### config.mk
export PLATFORM = sky130hd
export DESIGN_NAME = branch_predict_resolver
export DESIGN_NICKNAME = d
export VERILOG_FILES = /design/src/rtl/branch_predict_resolver_pkg.sv /design/src/rtl/branch_predict_resolver_cond_eval.sv /design/src/rtl/branch_predict_resolver.sv
export SDC_FILE = /design/constraint.sdc
export NUM_CORES = 1
export LEC_CHECK = 0
export ABC_AREA = 1
export CAP_MARGIN = 10
export CORE_MARGIN = 5
export CORE_UTILIZATION = 23
export DETAILED_ROUTE_END_ITERATION = 8
export PLACE_DENSITY = 0.39
export SLEW_MARGIN = 10
export SYNTH_ARGS = -nofsm -noshare
export SYNTH_HDL_FRONTEND = slang
export SYNTH_SLANG_ARGS = --single-unit
### constraint.sdc
create_clock -name clk -period 2.5 [get_ports clk]
set_input_delay 0.5 -clock clk [delete_from_list [all_inputs] [get_ports clk]]
set_output_delay 0.5 -clock clk [all_outputs]
set_load 0.05 [all_outputs]
### src/rtl/branch_predict_resolver_pkg.sv
// branch_predict_resolver_pkg
//   Shared constants for the ID-stage branch unit: opcode and REGIMM rt codes
//   for the conditional branches, and the BHT counter reset value.
package branch_predict_resolver_pkg;

  // Primary opcodes of the conditional branches
  localparam logic [5:0] OP_BLTZ_BGEZ = 6'h01;  // REGIMM, sub-op in rt
  localparam logic [5:0] OP_BEQ       = 6'h04;
  localparam logic [5:0] OP_BNE       = 6'h05;
  localparam logic [5:0] OP_BLEZ      = 6'h06;
  localparam logic [5:0] OP_BGTZ      = 6'h07;

  // REGIMM rt sub-op codes
  localparam logic [4:0] RT_BLTZ = 5'h00;
  localparam logic [4:0] RT_BGEZ = 5'h01;

  // Every BHT counter starts weakly not-taken
  localparam logic [1:0] BHT_INIT = 2'b01;

endpackage

### src/rtl/branch_predict_resolver_cond_eval.sv
// branch_cond_eval
//   Purely combinational branch condition evaluation. Operands are compared
//   as signed values. Not qualified by instruction validity; the caller does
//   that.
//   Ports:
//     op, rt        : opcode and rt field of the instruction
//     rsv, rtv      : forwarded rs / rt operand values (signed)
//     is_branch     : instruction is a recognised conditional branch
//     branch_taken  : condition holds (0 for non-branches)
module branch_cond_eval
  import branch_predict_resolver_pkg::*;
#(
  parameter int DATA_W = 32
) (
  input  logic [5:0]        op,
  input  logic [4:0]        rt,
  input  logic [DATA_W-1:0] rsv,
  input  logic [DATA_W-1:0] rtv,
  output logic              is_branch,
  output logic              branch_taken
);

  logic signed [DATA_W-1:0] rs_s;
  logic signed [DATA_W-1:0] rt_s;

  assign rs_s = $signed(rsv);
  assign rt_s = $signed(rtv);

  always_comb begin
    is_branch    = 1'b0;
    branch_taken = 1'b0;
    unique case (op)
      OP_BEQ: begin
        is_branch    = 1'b1;
        branch_taken = (rs_s == rt_s);
      end
      OP_BNE: begin
        is_branch    = 1'b1;
        branch_taken = (rs_s != rt_s);
      end
      OP_BLEZ: begin
        is_branch    = 1'b1;
        branch_taken = (rs_s <= 0);
      end
      OP_BGTZ: begin
        is_branch    = 1'b1;
        branch_taken = (rs_s > 0);
      end
      OP_BLTZ_BGEZ: begin
        // Only BLTZ/BGEZ are handled; other REGIMM sub-ops are not branches here
        if (rt == RT_BGEZ) begin
          is_branch    = 1'b1;
          branch_taken = (rs_s >= 0);
        end else if (rt == RT_BLTZ) begin
          is_branch    = 1'b1;
          branch_taken = (rs_s < 0);
        end
      end
      default: begin
        is_branch    = 1'b0;
        branch_taken = 1'b0;
      end
    endcase
  end

endmodule

### src/rtl/branch_predict_resolver.sv
// branch_predict_resolver
//   ID-stage branch unit. Resolves conditional branches, flags mispredictions
//   and trains a direct-mapped table of saturating counters that also supplies
//   the IF-stage prediction.
//   Optional macro: BP_STATS_EN adds branch / mispredict statistic counters.
//   Ports:
//     clk, rst_n         : clock, asynchronous active-low reset
//     if_pc / pred_taken : fetch PC lookup, combinational prediction (counter MSB)
//     id_valid, id_stall : ID holds a real instruction / ID frozen (no training)
//     id_pc, id_op, id_rt, id_rsv, id_rtv, id_pred_taken : ID instruction info
//     is_branch, branch_taken, mispredict : combinational resolution results
//     stat_branches, stat_mispredicts     : (BP_STATS_EN only) trained counts
module branch_predict_resolver
  import branch_predict_resolver_pkg::*;
#(
  parameter int DATA_W    = 32,
  parameter int PC_W      = 32,
  parameter int BHT_DEPTH = 64,
  parameter int CNT_W     = 2
) (
  input  logic              clk,
  input  logic              rst_n,
  input  logic [PC_W-1:0]   if_pc,
  output logic              pred_taken,
  input  logic              id_valid,
  input  logic              id_stall,
  input  logic [PC_W-1:0]   id_pc,
  input  logic [5:0]        id_op,
  input  logic [4:0]        id_rt,
  input  logic [DATA_W-1:0] id_rsv,
  input  logic [DATA_W-1:0] id_rtv,
  input  logic              id_pred_taken,
  output logic              is_branch,
  output logic              branch_taken,
  output logic              mispredict
`ifdef BP_STATS_EN
  ,
  output logic [31:0]       stat_branches,
  output logic [31:0]       stat_mispredicts
`endif
);

  localparam int IDX_W = $clog2(BHT_DEPTH);
  localparam logic [CNT_W-1:0] CNT_INIT = CNT_W'(BHT_INIT);
  localparam logic [CNT_W-1:0] CNT_MAX  = {CNT_W{1'b1}};

  // Counter table held in flops so the whole table clears on async reset
  logic [CNT_W-1:0] bht_q [BHT_DEPTH];
  logic [CNT_W-1:0] bht_d [BHT_DEPTH];

  logic [IDX_W-1:0] if_idx;
  logic [IDX_W-1:0] id_idx;
  logic [CNT_W-1:0] id_cnt;
  logic             cond_is_branch;
  logic             cond_taken;
  logic             train_en;

  // Word-aligned PCs: drop the two byte-offset bits
  assign if_idx = if_pc[IDX_W+1:2];
  assign id_idx = id_pc[IDX_W+1:2];
  assign id_cnt = bht_q[id_idx];

  // High and byte-offset PC bits are deliberately ignored by the index
  logic unused_pc_bits;
  assign unused_pc_bits = ^{if_pc[PC_W-1:IDX_W+2], if_pc[1:0],
                            id_pc[PC_W-1:IDX_W+2], id_pc[1:0]};

  // Prediction reads the registered table: same-cycle training is not bypassed
  assign pred_taken = bht_q[if_idx][CNT_W-1];

  branch_cond_eval #(.DATA_W(DATA_W)) u_cond_eval (
    .op           (id_op),
    .rt           (id_rt),
    .rsv          (id_rsv),
    .rtv          (id_rtv),
    .is_branch    (cond_is_branch),
    .branch_taken (cond_taken)
  );

  assign is_branch    = id_valid & cond_is_branch;
  assign branch_taken = is_branch & cond_taken;
  // A non-branch predicted taken also redirects: fetch went down a bogus path
  assign mispredict   = id_valid & ((is_branch & (branch_taken != id_pred_taken)) |
                                    (~is_branch & id_pred_taken));
  assign train_en     = id_valid & ~id_stall;

  always_comb begin
    bht_d = bht_q;
    if (train_en) begin
      if (is_branch) begin
        if (branch_taken) begin
          if (id_cnt != CNT_MAX) bht_d[id_idx] = id_cnt + 1'b1;
        end else begin
          if (id_cnt != '0) bht_d[id_idx] = id_cnt - 1'b1;
        end
      end else if (id_pred_taken) begin
        // Scrub an aliased entry that made a non-branch look taken
        bht_d[id_idx] = '0;
      end
    end
  end

  always_ff @(posedge clk or negedge rst_n) begin
    if (!rst_n) begin
      for (int i = 0; i < BHT_DEPTH; i++) bht_q[i] <= CNT_INIT;
    end else begin
      bht_q <= bht_d;
    end
  end

`ifdef BP_STATS_EN
  logic [31:0] stat_branches_q, stat_branches_d;
  logic [31:0] stat_mispredicts_q, stat_mispredicts_d;

  always_comb begin
    stat_branches_d    = stat_branches_q;
    stat_mispredicts_d = stat_mispredicts_q;
    if (train_en) begin
      stat_branches_d    = stat_branches_q + 32'(is_branch);
      stat_mispredicts_d = stat_mispredicts_q + 32'(mispredict);
    end
  end

  always_ff @(posedge clk or negedge rst_n) begin
    if (!rst_n) begin
      stat_branches_q    <= '0;
      stat_mispredicts_q <= '0;
    end else begin
      stat_branches_q    <= stat_branches_d;
      stat_mispredicts_q <= stat_mispredicts_d;
    end
  end

  assign stat_branches    = stat_branches_q;
  assign stat_mispredicts = stat_mispredicts_q;
`endif

endmodule
# Word level (Yosys, flattened, before mapping)
# Index checks and enable logic that the tools add are counted.
# word_totals
in_bits	144
register_bits	128
elab_cells	125
output_inout_bits	4
# op_classes
muxes	21
order_cmp	7
bitwise	13
reduce_logical	6
add_sub_neg	2
eq_ne	12
# op_table
cell	count
128-bit two-way mux	5
128-bit bitwise mux	2
128-bit bitwise AND	1
128-bit inverter	1
32-bit == test	1
32-bit by 1-bit >= comparator with 1-bit output (second input constant)	1
32-bit by 1-bit greater-than comparator with 1-bit output (second input constant)	1
32-bit by 1-bit less-or-equal comparator with 1-bit output (second input constant)	1
32-bit by 1-bit less-than comparator with 1-bit output (second input constant)	1
32-bit inequality test	1
2-bit binary-select mux with 6-bit select	2
6-bit by 3-bit == test with 1-bit output (second input constant)	4
7-bit >= comparator (second input constant)	2
6-bit inverter with 7-bit output	2
2-bit demux with 6-bit select	1
2-bit two-way mux	5
7-bit by 1-bit less-than comparator with 1-bit output (second input constant)	1
1-bit bitwise AND	6
6-bit by 1-bit == test with 1-bit output (second input constant)	1
5-bit by 1-bit == test with 1-bit output (second input constant)	1
5-bit logical NOT	1
1-bit one-hot mux with 5 select lines	1
1-bit two-way mux	4
4-bit AND reduction	1
other kinds (12)	14

# Longest topological paths before layout
# Gate-level depths: netlist (run 1).
# depth
ltp_word	10
depth_mapped	21

# By module
# A second synthesis (run 1) with hierarchy kept.
# hier_totals
hier_cells	1291
hier_area_um2	8675.8
# by_module_without_submodules
module	cells_each	n_inst	area_per_inst_um2	seq_area_each_um2
branch_predict_resolver	1139	1	7935.1	3283.1
branch_cond_eval	152	1	740.7	0.0

# Least setup slack after synthesis (run 1)
# OpenSTA, ideal clock, no wires.
# synth_timing
path_type	input port to output port
start	input if_pc[2]
end	output pred_taken
cell_stages	10
arrival_time_ns	2.803
slack_ns	-0.803
path_buffers	3
cell_sequence	clkbuf_1 inv_1 clkbuf_1 clkbuf_1 nor2_1 o21ai_0 o21bai_1 o311ai_0 o21ai_0 o21ai_0
# synth_between
elab_chain_cells	4
# synth_rtl
element	line_no	source
start: declaration	branch_predict_resolver.sv:23	input logic [PC_W-1:0] if_pc,
6-bit inverter with 7-bit output (not written as such)	branch_predict_resolver.sv:69	assign pred_taken = bht_q[if_idx][CNT_W-1];
2-bit binary-select mux with 6-bit select	branch_predict_resolver.sv:69	
2-bit two-way mux (not written as such) (2 in series)	branch_predict_resolver.sv:69	
end: declaration	branch_predict_resolver.sv:24	output logic pred_taken,
# Every way passes these cells. The select of a mux whose other input is x is not followed.

# Worst setup path in the final report (run 1)
# layout_timing
start	input id_pc[4]
end	register bht_q[16] in the netlist's numbering
# layout_between
elab_chain_cells	9
elab_cells_between_ends	25
# layout_rtl
element	line_no	source
start: declaration	branch_predict_resolver.sv:27	input logic [PC_W-1:0] id_pc,
6-bit inverter with 7-bit output (not written as such) (*)	--	
2-bit binary-select mux with 6-bit select, or another cell as far along	branch_predict_resolver.sv:61	assign id_cnt = bht_q[id_idx];
2-bit two-way mux (not written as such) / 1-bit logical AND (equally long branches)	--	
2-bit two-way mux (on tied branches)	--	
2-bit by 1-bit subtractor with 2-bit output, or another cell as far along	branch_predict_resolver.sv:94	if (id_cnt != '0) bht_d[id_idx] = id_cnt - 1'b1;
128-bit bitwise mux, or another cell as far along	branch_predict_resolver.sv:94	
128-bit two-way mux, or another cell as far along	branch_predict_resolver.sv:94	
128-bit two-way mux (on tied branches)	branch_predict_resolver.sv:91, branch_predict_resolver.sv:96	
128-bit two-way mux	branch_predict_resolver.sv:90	if (is_branch) begin
end signal: assignment	branch_predict_resolver.sv:107	bht_q <= bht_d;
end: declaration	branch_predict_resolver.sv:48	logic [CNT_W-1:0] bht_q [BHT_DEPTH];
# Every way passes the cells marked *; elsewhere a longest branch is shown, timed or not. The select of a mux whose other input is x is not followed.
# A chain may end at the register's enable or synchronous reset.

==> flow_summary.yaml, run 1 <==
status:
  status: "finished with violations"
  violations: "negative setup slack"
worst_hold_path:
  hold_path_startpoint: "bht_q[64]"
  holdPathStages: 2
  hold_path_class: "flip-flop to flip-flop"
  min_to: "bht_q[64]"
timing:
  period_minus_slack_ps: 2660
  finalWorstSetupSlack_ps: -165
  finClkSkew_ps: 20.9
  slew_headroom: 0.669
  rsz0062_at_grt: "yes"
  slew_viol_final: 0
  tightest_slew_ps: 497
  hold_viol: 0
  tns_ps: -12800
  hold_slack_ps: 453
  setup_viol: 127
  max_freq_ghz: 0.375
  min_period_over_period: 1.07
yosys:
  ys_types: 37
  synth-edff-count: 0
  ys_seq_area_frac: 0.344
  synth_top_area_share: 0.188
  yosysTopAreaCell: "nand2_1"
  ys_ff_latch: 128
  syn_area_um2: 9550
  ys.flop_type: "dfstp_2"
  synth_cells: 1482
  async_reset_ff_frac: 1.00
  yosys_warnings: 0
  syn_nets: 1628
  syn-mean-instance-area_um2: 6.45
  synth_area_leaders: "nand2_1, dfstp_2, dfrtp_1, nand3_1, nand4_1"
setup_path:
  regToRegEndpoint: "bht_q[19]"
  r2r_start: "bht_q[86]"
  slowest_delay_ps: 310
  crit_fanout: 11
  rrSetupSlack_ps: -90
  criticalPathCategory: "input port to flip-flop"
  ff2ff_path_depth: 19
  end_kind: "flip-flop"
  arrival_ps: 3050
  cp_slowest_cell: "a221oi_2"
  worstPathCellList: "buf_6 -> clkinv_8 -> nand3_2 -> inv_2 -> a221oi_2 -> nand4_1 -> nand2_1 -> nand2_2 -> nor3_4 -> ha_4 -> buf_6 -> nand4_1 -> buf_6 -> buf_12 -> buf_12 -> buf_16 -> nand4_1 -> nand2_1 -> nand2_1"
  required_ps: 2890
  start_kind: "input port"
clock_network:
  clkTransAtPathRegs_ps: 70
  insertion_delay_ps: 450
  clockRootBuffer: "clkbuf_16"
  cts_tree: "done"
  cts.sinks: 128
  htree_levels: 4
  cts_max_path_buffers: 2
  cts_buffers: 17
global_routing:
  grt_usage: 0.213
  grt_max_degree: 52
  antenna_found_initial: 0
  grt_pass1_wl_um: 73700
  grt_overflow: 0
  first_global_vias: 11800
cells_and_area:
  largestRegisters: "bht_q (128)"
  area_growth_pct: 60.8
  multiInputGateArea_um2: 6140
  nFillCells: 4276
  largest_register: "bht_q"
  largest_register_ffs: 128
  num_antenna_cells: 0
  register_area_um2: 3280
  final_layout_size_suffix_gt1_frac: 0.357
  fin_nets: 1951
floorplan:
  die_w_um: 214
  io_pins: 148
  start_util: 0.233
  die_area_um2: 45700
  rows: 74
  core_area_um2: 40900
  die_h_um: 214
power_and_ir_drop:
  p_per_area_nw_per_um2: 434
  ir_drop_mv: 0.500
  p_leak_nw: 6.95
placement:
  pre_cts_ws_ps: -1190
  gp_congestion: 0.852
  port_buffers: 95
  hpwl_um: 30600
route:
  finalWirelength_um: 49300
  initialDrtViolationCount: 1193
  dr.pass1.iters: 8
  wl_per_cell_um: 21.0
  vias_per_cell: 5.14
  drc: 0
  detail-route-antenna-nets: 0
  vias: 12100
flow_run:
  cap_violations: 0
==> worst max-delay path: cells and delay by family <==
kind	cells	cell delay, ps
compound gates	1	310
buf+inv	8	1010
simple gates	9	1040
fa+ha+maj	1	170
==> layer usage <==
layer  global-route usage  vias to the layer above  share of wire
met4               0.0616                        0          0.025
met5                    0                        -              0
met2                0.329                      510           0.45
met1                0.302                     5821           0.45
met3               0.0421                       74          0.073
li1                     -                     5666              -
==> how the worst max path moves through the flow <==
stage                   from          to  slack [ps]
global placement    id_pc[4]   bht_q[19]       -1160
detailed placement  id_pc[4]   bht_q[95]       -1190
finish              id_pc[4]   bht_q[16]        -160
floorplan           id_rt[3]  mispredict         -20
CTS                 id_pc[4]   bht_q[16]        -150
global route        id_pc[3]   bht_q[16]        -250
==> cells by family after synthesis <==
logic type,synth area share
flip-flops,0.344
AND/OR/NAND/NOR,0.447
adder cells (fa/ha/maj),0.00262
XOR/XNOR,0.0284
AO/OA/AOI/OAI,0.0913
buffers and inverters,0.0866
==> cell type report <==
cell class / count / area share
clock buffer: 19 / 0.0282
timing repair buffer: 412 / 0.275
clock inverter: 13 / 0.0138
sequential: 128 / 0.214
multi-input combinational: 1153 / 0.400
tap: 532 / 0.0433
inverter: 93 / 0.0264
==> power breakdown <==
group          total [mW]  internal [mW]  switching, mW
combinational        1.44          0.631          0.807
sequential           2.33           2.24         0.0872
clock                2.90           1.77           1.12
total                6.66           4.64           2.02
==> cells in the final DEF (no fill, tap or decap), drive strengths merged, types with 15 or more instances in the layout <==
master	n
dfstp	64
nand3	180
clkbuf	31
o22ai	15
a21oi	21
dfrtp	64
nand4	137
buf	371
nand2	480
inv	88
xnor2	31
o21ai	88
nor2	152
==> stage by stage <==
step / util / power, mW / area [um2] / cells
after floorplan: - / 2.87 / 9820 / 1482
after global placement: 0.315 / 3.54 / 12900 / 2240
after detailed placement: 0.315 / 3.54 / 12900 / 2240
after CTS: 0.363 / 6.62 / 14800 / 2346
after global routing: 0.375 / 6.89 / 15400 / 2350
final: 0.375 / 6.66 / 15400 / 2350
==> synth_stat cells, types with 5 or more instances <==
cell type,instances
nand4_1,137
buf_1,15
inv_1,81
clkbuf_1,48
buf_2,40
nand3_2,5
inv_2,10
o21ai_0,84
nor3_1,12
nor2_1,149
dfrtp_1,64
a221oi_1,7
xnor2_1,31
nand3_1,175
a21oi_1,21
a22oi_1,12
nand2_1,479
o22ai_1,15
dfstp_2,64
==> repair_timing <==
item	4_1_cts	5_1_grt
endpoints found under the setup margin	132	131
resized for setup	447	135
hold endpoints to repair	14	0
gates cloned	20	4
pin swaps	235	195
hold buffers	1	0
setup buffers	55	2
Note: power is estimated with default switching activity, not from simulation.
==> inputs of run 2 (changes only) <==
- SETUP_SLACK_MARGIN: unset -> 0.05
==> run 2 against run 1 <==
Effect of this change: the flow still finishes with violations (negative setup slack); first-iteration DRC count is 12% lower; worst hold slack worse by 450 ps; setup slack better by 45 ps; clock skew is 4.0 ps lower; non-clock buffer count is 14 higher; final area is 4.9% higher; fmax is 1.7% higher; register-to-register slack better by 20 ps; clock power is 6% lower; sequential power hardly changed; sequential share of layout area is 0.99 points lower; largest cell class unchanged; highest routed layer unchanged.
==> flow_summary.yaml, run 2 (same netlist as run 1, synthesis figures left out) <==
global_routing:
  first_global_vias: 11700
  grt_pass1_wl_um: 73700
  grt_max_degree: 47
  antenna_found_initial: 0
  grt_usage: 0.212
  grt_overflow: 0
cells_and_area:
  layout_commonest_cell: "nand2_1"
  largest_register_ffs: 128
  layout_common_cells: "nand2_1, buf_4, nand4_1"
  fin_nets: 1966
  fin_util: 0.394
  nFillCells: 4211
  register_area_um2: 3280
  largestRegisters: "bht_q (128)"
  largest_register: "bht_q"
  multiInputGateArea_um2: 6560
  area_growth_pct: 68.7
  num_antenna_cells: 0
  final_layout_size_suffix_gt1_frac: 0.411
route:
  wl_per_cell_um: 21.3
  vias_per_cell: 5.09
  detail-route-antenna-nets: 0
  initialDrtViolationCount: 1051
  finalWirelength_um: 50300
  drc: 0
  dr.pass1.iters: 5
  vias: 12000
flow_run:
  cap_violations: 0
floorplan:
  rows: 74
  die_h_um: 214
  die_area_um2: 45700
  start_util: 0.233
  io_pins: 148
  core_area_um2: 40900
  die_w_um: 214
clock_network:
  cts.sinks: 128
  clkTransAtPathRegs_ps: 70
  insertion_delay_ps: 450
  clockRootBuffer: "clkbuf_16"
  cts_buffers: 17
  cts_tree: "done"
  cts_hold_buf: 0
  htree_levels: 4
  cts_max_path_buffers: 2
timing:
  slew_viol_final: 0
  finalWorstSetupSlack_ps: -120
  setup_viol: 125
  tightest_slew_ps: 517
  slew_headroom: 0.655
  period_minus_slack_ps: 2620
  rsz0062_at_grt: "yes"
  hold_viol: 0
  finClkSkew_ps: 16.9
  min_period_over_period: 1.05
  max_freq_ghz: 0.382
placement:
  port_buffers: 95
  gp_congestion: 0.874
  hpwl_um: 30700
setup_path:
  r2r_start: "bht_q[87]"
  criticalPathCategory: "input port to flip-flop"
  start_kind: "input port"
  ff2ff_path_depth: 16
  regToRegEndpoint: "bht_q[22]"
  required_ps: 2890
  cp-endpoint: "bht_q[22]"
  arrival_ps: 3010
  crit_fanout: 18
  cp-startpoint: "id_pc[4]"
  end_kind: "flip-flop"
  rrSetupSlack_ps: -70
power_and_ir_drop:
  p_comb_frac: 0.236
  intPower_mw: 4.52
  power_switching_mw: 2.10
  swShare: 0.317
  p_per_area_nw_per_um2: 411
  clkPwrFrac: 0.412
  seq_power_share: 0.352
  p_leak_nw: 7.09
  total_power_mw: 6.62
  ir_drop_mv: 0.463
status:
  status: "finished with violations"
  violations: "negative setup slack"
worst_hold_path:
  hold_path_class: "input port to async pin"
run 2: cell types whose count changed in the layout (fill, tap and decap cells not counted), moves of 8 or more:
cell / previous run / this run
inv_2: 19 / 9
nand3_1: 162 / 83
buf_6: 54 / 45
buf_4: 235 / 227
nand2_2: 20 / 33
nand2_1: 458 / 444
buf_2: 26 / 42
buf_12: 32 / 49
nand3_2: 11 / 87
run 2: layer usage:
layer,GRT usage,routed length [um],up-vias,part of all wire
met1,0.299,22600,5813,0.45
met5,0,0,-,0
li1,-,-,5705,-
met4,0.0726,1260,0,0.025
met3,0.0342,3510,71,0.070
met2,0.329,22900,441,0.45
run 2: power by group through the flow:
| stage | logic, mW | clock network [mW] | registers (mW) |
|---|---|---|---|
| 2_1_floorplan | 0.598 | 0 | 2.31 |
| 3_3_place_gp | 1.24 | 0 | 2.36 |
| 3_5_place_dp | 1.25 | 0 | 2.35 |
| 4_1_cts | 1.42 | 2.76 | 2.32 |
| 5_1_grt | 1.67 | 2.81 | 2.33 |
| 6_report | 1.57 | 2.73 | 2.33 |
run 2: worst min path at each step:
stage / from / to / slack (ps) / cells past startpoint
finish: rst_n / bht_q[47] / 0.6 / 1
detailed placement: bht_q[2] / bht_q[2] / 460 / 2
global route: rst_n / bht_q[47] / 30 / 1
CTS: rst_n / bht_q[45] / 2 / 1
floorplan: rst_n / bht_q[101] / 200 / 0
global placement: bht_q[2] / bht_q[2] / 460 / 2
run 2: cell type report:
class | count | area share
multi-input cells | 1153 | 0.407
inverters | 93 | 0.0273
clock inverters | 14 | 0.0103
repair inverters | 1 | 0.000388
clock buffers | 18 | 0.0273
repair buffers | 426 | 0.283
well taps | 532 | 0.0413
flip-flops and latches | 128 | 0.204
run 2: what timing repair did:
item / in CTS / in global routing
resized for setup: 471 / 172
cloned: 18 / 12
setup buffers: 51 / 21
pin swaps: 155 / 118
endpoints found under the setup margin: 132 / 132
run 2: per-stage QoR:
| stage | cells | setup TNS, ps | instance area (um2) | worst slack, ps | hold slack (ps) |
|---|---|---|---|---|---|
| 2_1_floorplan | 1482 | -77.7 | 10200 | -4.52 | 204 |
| 6_report | 2365 | -9570 | 16100 | -120 | 0.584 |
| 3_3_place_gp | 2236 | -144230 | 13300 | -1170 | 461 |
| 5_1_grt | 2365 | -18700 | 16100 | -208 | 32.3 |
| 3_5_place_dp | 2236 | -146640 | 13300 | -1240 | 460 |
| 4_1_cts | 2336 | -8550 | 15100 | -121 | 1.62 |
run 2: critical path, cell delays in order:
cell and delay, ps:
buf_8 120, buf_12 130, nand3_4 140, buf_6 140, nor2_1 40, a221oi_2 180
nand3_1 180, nand2_1 120, nand2_2 60, inv_1 90, buf_4 120, nand3_2 90
ha_4 190, nand3_4 100, nand2_4 60, nor2_4 140, buf_12 220, buf_12 190
nand3_2 80, nand2_1 80
==> inputs of run 3 (changes only) <==
- ABC_AREA: 1 -> unset
- CTS_CLUSTER_SIZE: unset -> 10
==> run 3 against run 2 <==
Effect of this change: highest routed layer is now met5; flip-flop and latch count stayed put; combinational power decreased by 5%; non-clock buffer count is 9 higher; setup slack worse by 540 ps; synthesized area is 0.63% lower; fmax fell by 17%; largest power group unchanged; the flow still finishes with violations (negative setup slack).
==> flow_summary.yaml, run 3 <==
yosys:
  ys_seq_area_frac: 0.346
  synth_commonest_cells: "nand2_1, inv_1, o2111ai_1"
  yosys_warnings: 0
  yosysTopAreaCell: "dfstp_2"
  ys_types: 59
  synth_cells: 1040
  syn-mean-instance-area_um2: 9.13
  synth_top_area_share: 0.177
  syn_nets: 1186
  synth_most_common_cell: "nand2_1"
  ys_ff_latch: 128
  syn_area_um2: 9490
  synth-edff-count: 0
  ys.flop_type: "dfstp_2"
  async_reset_ff_frac: 1.00
  synth_area_leaders: "dfstp_2, dfrtp_1, o2111ai_1, mux4_2, a32oi_1"
route:
  drc: 0
  wl_per_cell_um: 22.3
  detail-route-antenna-nets: 0
  vias: 9971
  initialDrtViolationCount: 655
  vias_per_cell: 5.16
  finalWirelength_um: 43100
  dr.pass1.iters: 5
timing:
  period_minus_slack_ps: 3160
  tns_ps: -78870
  slew_viol_final: 0
  finalWorstSetupSlack_ps: -665
  min_period_over_period: 1.27
  setup_viol: 131
  hold_viol: 0
  finClkSkew_ps: 14.2
  tightest_slew_ps: 542
  slew_headroom: 0.639
  rsz0062_at_grt: "yes"
  max_freq_ghz: 0.316
cells_and_area:
  post-route-cell-area_um2: 15600
  fin_nets: 1533
  largestRegisters: "bht_q (128)"
  finalNonFillerCells: 1934
  largest_register_ffs: 128
  layout_common_cells: "buf_4, nand2_1, inv_1"
  largest_register: "bht_q"
  layout_commonest_cell: "buf_4"
  final_layout_size_suffix_gt1_frac: 0.507
  area_growth_pct: 64.5
  fin_util: 0.382
status:
  violations: "negative setup slack"
  status: "finished with violations"
worst_hold_path:
  holdPathStages: 2
  min_to: "bht_q[56]"
  hold_path_class: "flip-flop to flip-flop"
  hold_path_startpoint: "bht_q[56]"
setup_path:
  rrSetupSlack_ps: -600
  crit_buf_inv: 10
  r2r_start: "bht_q[70]"
  regToRegEndpoint: "bht_q[78]"
  worstPathCellList: "buf_2 -> buf_12 -> buf_4 -> buf_4 -> nor3_4 -> buf_12 -> a22oi_1 -> a31oi_2 -> nor4_2 -> buf_4 -> and2_4 -> ha_4 -> or3_4 -> o211ai_4 -> buf_12 -> buf_8 -> buf_12 -> buf_12 -> o21ai_2"
  crit_fanout: 10
  required_ps: 2850
  path_delay_family: "buffers and inverters"
  end_kind: "flip-flop"
  cp.depth: 19
  start_kind: "input port"
  arrival_ps: 3520
  criticalPathCategory: "input port to flip-flop"
  ff2ff_path_depth: 14
  crit_top_cell: "buf_12"
  cp_slowest_cell: "or3_4"
  slowest_delay_ps: 350
placement:
  post_dp_cell_area_um2: 13300
  port_buffers: 95
  hpwl_um: 27400
  dpl.cell_count: 1823
  gp_congestion: 0.818
  pre_cts_ws_ps: -1580
floorplan:
  rows: 74
  start_util: 0.232
  die_w_um: 213
  die_h_um: 213
  core_area_um2: 40800
  io_pins: 148
  die_area_um2: 45400
global_routing:
  grt_usage: 0.186
  grt_max_degree: 78
  grt_pass1_wl_um: 64700
  grt_overflow: 0
  first_global_vias: 10100
  antenna_found_initial: 4
clock_network:
  clockRootBuffer: "clkbuf_16"
  insertion_delay_ps: 430
  cts.sinks: 128
  clkTransAtPathRegs_ps: 60
  cts_tree: "done"
  htree_levels: 4
  cts_max_path_buffers: 2
  cts_buffers: 17
flow_run:
  cap_violations: 0
power_and_ir_drop:
  p_leak_nw: 6.74
  p_per_area_nw_per_um2: 385
  ir_drop_mv: 0.480
==> run 3: changes by cell type after synthesis, sizes merged, moves of 21 or more <==
cell,delta
nor2,-81
nand2,-343
o211ai,+33
nor4,+21
mux4,+33
a22oi,+21
nand3,-144
xor2,+32
nand4,-126
xnor2,-30
a32oi,+64
o2111ai,+95
==> run 3: cell type report <==
cell class | count | area [um2]
Inverter | 100 | 378
Fill cell | 4040 | 25200
Clock inverter | 6 | 60.1
Sequential cell | 128 | 3280
Tap cell | 532 | 666
Antenna cell | 2 | 5.00
Clock buffer | 26 | 489
Timing Repair Buffer | 435 | 4520
Multi-Input combinational cell | 705 | 6210
==> run 3: where the power goes <==
| part | total [mW] | switching [mW] | internal [mW] |
|---|---|---|---|
| Sequential | 2.09 | 0.00431 | 2.08 |
| Clock | 2.43 | 0.989 | 1.44 |
| Combinational | 1.49 | 0.800 | 0.688 |
==> run 3: per-stage QoR <==
step | hold slack, ps | power, mW
CTS | 489 | 6.01
finish | 487 | 6.01
detailed placement | 400 | 3.39
global placement | 389 | 3.39
global route | 505 | 6.23
floorplan | 204 | 2.72
==> run 3: worst min-delay path: stages (launching register included) <==
cell,delay [ps]
dfstp_2,380
inv_1,60
o21ai_2,50
==> run 3: how the worst max path moves through the flow <==
stage                      end       from  slack (ps)
finish               bht_q[78]   id_pc[3]        -660
global route         bht_q[47]   id_pc[4]        -750
CTS                 pred_taken  bht_q[75]        -680
detailed placement    bht_q[2]   id_pc[3]       -1580
global placement      bht_q[4]   id_pc[3]       -1590
floorplan           bht_q[109]   id_pc[2]        -760
==> run 3: cell families (layout without fill, tap and decap cells) <==
kind of cell / after synthesis / count (layout) / share of synthesized area
buffers and inverters: 207 / 567 / 0.0977
other: 0 / 2 / 0
flip-flops: 128 / 128 / 0.346
AO/OA/AOI/OAI: 316 / 316 / 0.278
multiplexers: 40 / 40 / 0.0875
adder cells (fa/ha/maj): 2 / 2 / 0.00264
XOR/XNOR: 33 / 33 / 0.0304
AND/OR/NAND/NOR: 314 / 314 / 0.158
==> run 3: metal layers <==
layer  wire length (um)  vias up  part of all wire  global-route usage
met1              20100     5011              0.47               0.265
met4                905        4             0.021              0.0509
li1                   -     4648                 -                   -
met5                 27        -           0.00063                   0
met2              20100      267              0.47               0.296
met3               2040       41             0.047              0.0287
==> run 3: timing repair <==
action	in CTS	in global routing
pin swaps	86	42
setup endpoints to repair	132	132
hold endpoints to repair	6	0
buffers inserted	51	10
gates resized for setup	319	69
gates cloned	15	7
hold buffers	1	0
